--- src/rtl/demux_1x4_reg.sv ---
// Registered 1-to-4 demultiplexer with a one-entry holding register per output
// channel and a saturating delivered-word counter per channel.
//
// Handshake: a word moves across an interface in any cycle where its valid and
// ready are both high at the rising edge. The upstream side (i_valid/o_ready)
// accepts one word for channel i_sel. Each downstream channel k (o_valid[k] /
// i_ready[k]) delivers its held word. o_ready depends only on the state and
// ready of the selected channel, never on i_valid. A valid word on a channel is
// held stable until it is taken.
//
// Each channel is a two-state EMPTY/FULL machine. Its state is o_valid[k], so
// every channel FSM is visible on the ports.
module demux_1x4_reg #(
  parameter int DATA_WIDTH = 32,
  parameter int CNT_WIDTH  = 8
) (
  input  logic                    i_clk,
  input  logic                    i_rst_n,
  input  logic [DATA_WIDTH-1:0]   i_din,
  input  logic [1:0]              i_sel,
  input  logic                    i_valid,
  output logic                    o_ready,
  output logic [DATA_WIDTH-1:0]   o_dout_00,
  output logic [DATA_WIDTH-1:0]   o_dout_01,
  output logic [DATA_WIDTH-1:0]   o_dout_10,
  output logic [DATA_WIDTH-1:0]   o_dout_11,
  output logic [3:0]              o_valid,
  input  logic [3:0]              i_ready,
  output logic [4*CNT_WIDTH-1:0]  o_cnt,
  output logic                    o_busy
);

  localparam logic [CNT_WIDTH-1:0] CNT_MAX = '1;

  typedef enum logic {
    EMPTY = 1'b0,
    FULL  = 1'b1
  } chan_state_e;

  chan_state_e           state_q [4];
  chan_state_e           state_d [4];
  logic [DATA_WIDTH-1:0] data_q  [4];
  logic [CNT_WIDTH-1:0]  cnt_q   [4];
  logic [3:0]            full;
  logic [3:0]            accept;
  logic [3:0]            deliver;

  // Decode channel FSM states into the per-channel full flags.
  always_comb begin
    full = '0;
    for (int k = 0; k < 4; k++) begin
      full[k] = (state_q[k] == FULL);
    end
  end

  assign o_valid = full;
  assign o_busy  = |full;
  assign deliver = full & i_ready;

  // Input side can take a word if the selected channel is empty or draining now.
  always_comb begin
    o_ready = ~full[i_sel] | i_ready[i_sel];
  end

  // One-hot accept strobe; i_sel is only looked at while i_valid is high.
  always_comb begin
    accept = '0;
    if (i_valid && o_ready) begin
      accept[i_sel] = 1'b1;
    end
  end

  // Channel next-state: a same-cycle deliver and accept keeps the channel full.
  always_comb begin
    for (int k = 0; k < 4; k++) begin
      state_d[k] = state_q[k];
      case (state_q[k])
        EMPTY: if (accept[k])                 state_d[k] = FULL;
        FULL:  if (deliver[k] && !accept[k])  state_d[k] = EMPTY;
      endcase
    end
  end

  // Channel state registers.
  always_ff @(posedge i_clk or negedge i_rst_n) begin
    if (!i_rst_n) begin
      for (int k = 0; k < 4; k++) state_q[k] <= EMPTY;
    end else begin
      for (int k = 0; k < 4; k++) state_q[k] <= state_d[k];
    end
  end

  // Holding registers load only on accept and otherwise keep their last word.
  always_ff @(posedge i_clk or negedge i_rst_n) begin
    if (!i_rst_n) begin
      for (int k = 0; k < 4; k++) data_q[k] <= '0;
    end else begin
      for (int k = 0; k < 4; k++) begin
        if (accept[k]) data_q[k] <= i_din;
      end
    end
  end

  // Delivered-word counters, saturating at all-ones.
  always_ff @(posedge i_clk or negedge i_rst_n) begin
    if (!i_rst_n) begin
      for (int k = 0; k < 4; k++) cnt_q[k] <= '0;
    end else begin
      for (int k = 0; k < 4; k++) begin
        if (deliver[k] && (cnt_q[k] != CNT_MAX)) cnt_q[k] <= cnt_q[k] + 1'b1;
      end
    end
  end

  assign o_dout_00 = data_q[0];
  assign o_dout_01 = data_q[1];
  assign o_dout_10 = data_q[2];
  assign o_dout_11 = data_q[3];

  for (genvar g = 0; g < 4; g++) begin : g_cnt
    assign o_cnt[g*CNT_WIDTH +: CNT_WIDTH] = cnt_q[g];
  end

endmodule

--- config.mk ---
export PLATFORM = sky130hd
export DESIGN_NAME = demux_1x4_reg
export DESIGN_NICKNAME = d
export VERILOG_FILES = /design/src/rtl/demux_1x4_reg.sv
export SDC_FILE = /design/constraint.sdc
export NUM_CORES = 1
export LEC_CHECK = 0
export ABC_CLOCK_PERIOD_IN_PS = 2570
export CAP_MARGIN = 10
export CORE_AREA = 2 2 139 141
export CTS_BUF_LIST = sky130_fd_sc_hd__clkbuf_4
export DETAILED_ROUTE_END_ITERATION = 8
export DIE_AREA = 0 0 141 143
export PLACE_DENSITY = 0.61
export SYNTH_ARGS = -nofsm -noshare
export SYNTH_HDL_FRONTEND = slang
export SYNTH_SLANG_ARGS = --single-unit
--- constraint.sdc ---
create_clock -name i_clk -period 2.57 [get_ports i_clk]
set_input_delay 0.3855 -clock i_clk [delete_from_list [all_inputs] [get_ports i_clk]]
set_output_delay 0.3855 -clock i_clk [all_outputs]
set_load 0.005 [all_outputs]
Word level (Yosys, flattened, before mapping)
Cells that the tools add are included.
{"block": "op_classes", "n_addsub": 4, "magnitude_cmp": 2, "eq_ne": 4, "n_mux": 19, "bitwise": 7, "n_reduce_logical": 15}
{"op": "$add A8 B1 Y8 const B", "count": 4}
{"op": "$ne A8 B8 Y1 const B", "count": 4}
{"op": "$mux W1", "count": 11}
{"op": "$logic_and A1 B1 Y1", "count": 10}
{"op": "$pmux W1 S2", "count": 4}
{"op": "$not A1 Y1", "count": 5}
{"op": "$and A4 B4 Y4", "count": 1}
{"op": "$bmux W1 S2", "count": 2}
{"op": "$logic_not A1 Y1", "count": 4}
{"op": "$mux W4", "count": 1}
{"op": "$reduce_or A4 Y1", "count": 1}
{"op": "$lt A2 B3 Y1 const B", "count": 1}
{"op": "$demux W1 S2", "count": 1}
{"op": "$ge A2 B1 Y1 const B", "count": 1}
{"op": "$or A1 B1 Y1", "count": 1}
{"block": "totals", "regBits": 164, "input_bits": 41, "out_inout_bits": 166, "word_cells": 63}

Longest topological paths before layout
{"block": "depth", "depth_word": 10, "depth_mapped": 6, "ltp_nobuf": 5}

Worst setup path after synthesis
OpenSTA, ideal clock, no wires.
{"block": "synth_timing", "kind": "flip-flop to flip-flop", "start": "reg cnt_q (netlist bit o_cnt[16])", "end": "reg cnt_q (netlist bit o_cnt[17])", "setup_ns": 0.125, "t_arrival_ns": 1.509, "required_ns": 2.445, "path_slack_ns": 0.937, "stages_incl_launch_ff": 5, "n_path_buf": 0, "period_less_slack_ns": 1.633, "path_cell_list": "dfrtp_1 ha_1 and3_1 a31oi_2 mux2_2"}
{"block": "synth_via", "elab_chain_cells": 2, "word_cells_on_any_way": 3, "classes_between": "add/sub (1); eq/ne (1); reduce/logical (1)"}
{"item": "start: declaration", "line_no": "43", "text": "logic [CNT_WIDTH-1:0] cnt_q [4];"}
{"item": "parallel branches: the longest is 2 deep, another holds $add A8 B1 Y8"}
Several ways; the timed one is not identified.
A chain may end at the register's enable or synchronous reset.

Final worst setup path
{"block": "layout_timing", "start": "reg state_q (netlist bit o_valid[1])", "end": "out o_ready"}
{"block": "layout_via", "elab_chain_cells": 4}
{"item": "start: declaration", "line_no": "40", "text": "chan_state_e state_q [4];"}
{"item": "$bmux W1 S2", "line_no": "62", "text": "o_ready = ~full[i_sel] | i_ready[i_sel];"}
{"item": "$mux W1 (implied by the code)", "line_no": "62"}
{"item": "$not A1 Y1", "line_no": "62"}
{"item": "$or A1 B1 Y1", "line_no": "62"}
{"item": "end: declaration", "line_no": "22", "text": "output logic o_ready,"}
Every way passes these cells. The select of a mux whose other input is x is not followed.

==> run metrics <==
status complete, no violations; Crit Path Class reg -> out; NetSw 1.99 mW; routed wire length around 16,000 µm; Sw Share 27.1%; Worst-path clk slew roughly 0.15 ns; DRC Markers 0; Async S/R FF share, synth 100%; crit path buf inv count 1; Crit Path Max Fanout 4; Fmax 416 MHz; Core Area roughly 0.019 mm²; EDFF count, synth 0; Cell Area, Placed between 0.008 and 0.009 mm²; height of the die between 100 and 150 µm; DR WL/cell 18.1 µm; vias in the first global route ~4,500; LEAKAGE approximately 3.9 nW; die area just over 0.02 mm²; Sum Neg Setup Slack 0 ns; Critical Path Sink Type output pin; family with the most delay on the worst path multiplexers; clock buffer depth 2; IO Count 207; crit path DAT 2.02 ns; GRT met1 Usage 19.3%; register area share after synthesis 63.8%; via count about 4,200; Root Driver clkbuf_4; TritonCTS buffer count 17; peak supply drop roughly 0.34 mV; Post-Synthesis Mean Instance Area 15.6 µm²; first-pass GRT wire length 24,900 µm; H-tree depth 4; CTS sink cnt 164; Seq cells post-synth around 160; largest net degree at the start of global routing 66; most frequent cells in the layout clkdlybuf4s50_1, dfrtp_1, mux2_2; I/O Buffers 206; Slew @ Worst Pin 0.526 ns; Tcrit/Tclk final roughly 94%; share of cells above drive strength 1 between 20% and 30%; Overall Global Routing Usage 16.2%; area leader, netlist dfrtp_1; Crit path largest cell delay 0.47 ns; layout net count 678; RSZ-0062 raised after global routing false; startpoint types flop; minimum clock period after layout 2.40 ns; clk_skew 0.0201 ns; clock share of power 22.7%; met2 usage in global routing 27.5%; share of the synthesized area in the top cell type 63.8%; Setup-failing EPs final 0; R2R Setup Slk ~0.8 ns; Int Pwr 5.36 mW; Relative slew margins ~65%; synth warn 0; met3 Use GR under 10%; ANT nets after route 0; Pwr Density 805 mW/mm²; Cells after Synth just over 400; total power 7.35 mW; post-synth net total 458; final hold violations 0; 1st-iter DRT viols 124; mapped cell area 0.00644 mm²; Starting Density between 30% and 40%; first drt pass iteration count 4; Chip Width 141 µm; Synth Flop Type dfrtp_1; synth-to-layout area growth 41.8%; Finished Core Util 49.1%; Cell Count Post-Placement between 800 and 900; CTS tree yes; logic gate share of total power 29.0%; CP required 2.18 ns; worst path cell trace nand2b_1 -> mux4_2 -> clkdlybuf4s50_1; final std cells w/o fill between 800 and 900; Max-Cap Viols 0; Vias/cell 4.73; FP Rows 50; GRT Max-Usage Layer met2; Min-Delay Path Class in -> async; initial antenna violation count 1; critical path's slowest cell mux4_2; RD Place Congestion ~0.74; Remaining Overflow, GRT 0; post-synth cell types 29; top cells by area, synth dfrtp_1, mux2_2, mux2_1, xnor2_1, xor2_1; Clock Latency Late Sink 0.54 ns; HPWL after detailed placement 11,000 µm; Pins Over Slew Limit 0; part of the power in registers 48.3%; post-layout instance area 0.00913 mm²; most common cell after layout, fill and taps aside clkdlybuf4s50_1
## worst paths after layout
path	startpoint	endpoint	cells after the start
worst min register to register	o_cnt[30]	o_cnt[30]	1
worst max-delay path	o_valid[1]	o_ready	3
max in group asynchronous	i_rst_n	o_valid[1]	3
worst max register to register	o_cnt[24]	o_cnt[25]	4
worst min-delay path	i_rst_n	o_dout_10[4]	2
min in group i_clk	o_cnt[30]	o_cnt[30]	1
## cell families (layout without fill, tap and decap cells)
family | count (synthesis) | in the layout | share of synthesized area, %
AO/OA/AOI/OAI | 5 | 5 | 0.816
XOR/XNOR | 28 | 28 | 3.81
adder cells (fa/ha/maj) | 4 | 4 | 0.778
buffers and inverters | 18 | 249 | 2.14
flip-flops | 164 | 164 | 63.8
multiplexers | 133 | 133 | 23.4
other | 0 | 1 | 0
AND/OR/NAND/NOR | 61 | 61 | 5.25
## Yosys cell counts (all sizes together) (2+ instances only)
| cell | instances |
|---|---|
| buf | 15 |
| ha | 4 |
| xor2 | 14 |
| a31oi | 2 |
| inv | 3 |
| xnor2 | 14 |
| mux2 | 132 |
| and4 | 2 |
| nand2b | 4 |
| nor3 | 4 |
| nand3 | 6 |
| nand2 | 19 |
| nor2 | 7 |
| nand4 | 7 |
| dfrtp | 164 |
| and3 | 7 |
## registers in the layout, indices dropped and copies added, names as in the netlist
register   cells
o_cnt         32
o_dout_00     32
o_dout_01     32
o_dout_10     32
o_dout_11     32
o_valid        4
## power by group through the flow
stage / sequential [mW] / clock, mW / combinational [mW]
floorplan: 3.59 / 0 / 0.631
global placement: 3.57 / 0 / 2.13
CTS: 3.56 / 1.75 / 2.17
finish: 3.55 / 1.67 / 2.13
detailed placement: 3.60 / 0 / 2.16
global route: 3.63 / 1.86 / 2.29
## metal layers
metal	vias up	wire, µm	part of all wire, %
li1	1897	-	-
met2	126	8110	51
met4	0	121	0.76
met1	2132	6600	42
met3	6	1070	6.7
met5	-	0	0
## area by class of cell
| class | instances | area, µm² |
|---|---|---|
| clock buffers | 17 | 128 |
| inverters | 3 | 11.3 |
| multi-input cells | 231 | 2200 |
| well taps | 234 | 293 |
| repair buffers | 216 | 2200 |
| clock inverters | 13 | 183 |
| fillers | 1595 | 9450 |
| diodes | 1 | 2.50 |
| flip-flops and latches | 164 | 4110 |
## metrics by stage
step	hold WS [ns]	setup WS [ns]
2_1_floorplan	0.0899	0.937
3_3_place_gp	0.380	0.172
3_5_place_dp	0.394	0.187
4_1_cts	0.301	0.00648
5_1_grt	0.292	0.0170
6_report	0.345	0.167
## repair_timing
action	4_1_cts	5_1_grt
hold buffers	1	0
buffers inserted	0	0
resized for setup	0	1
endpoints found under the setup margin	0	1
endpoints found under the hold margin	51	0
No activity file was read; power rests on OpenSTA's default activity.
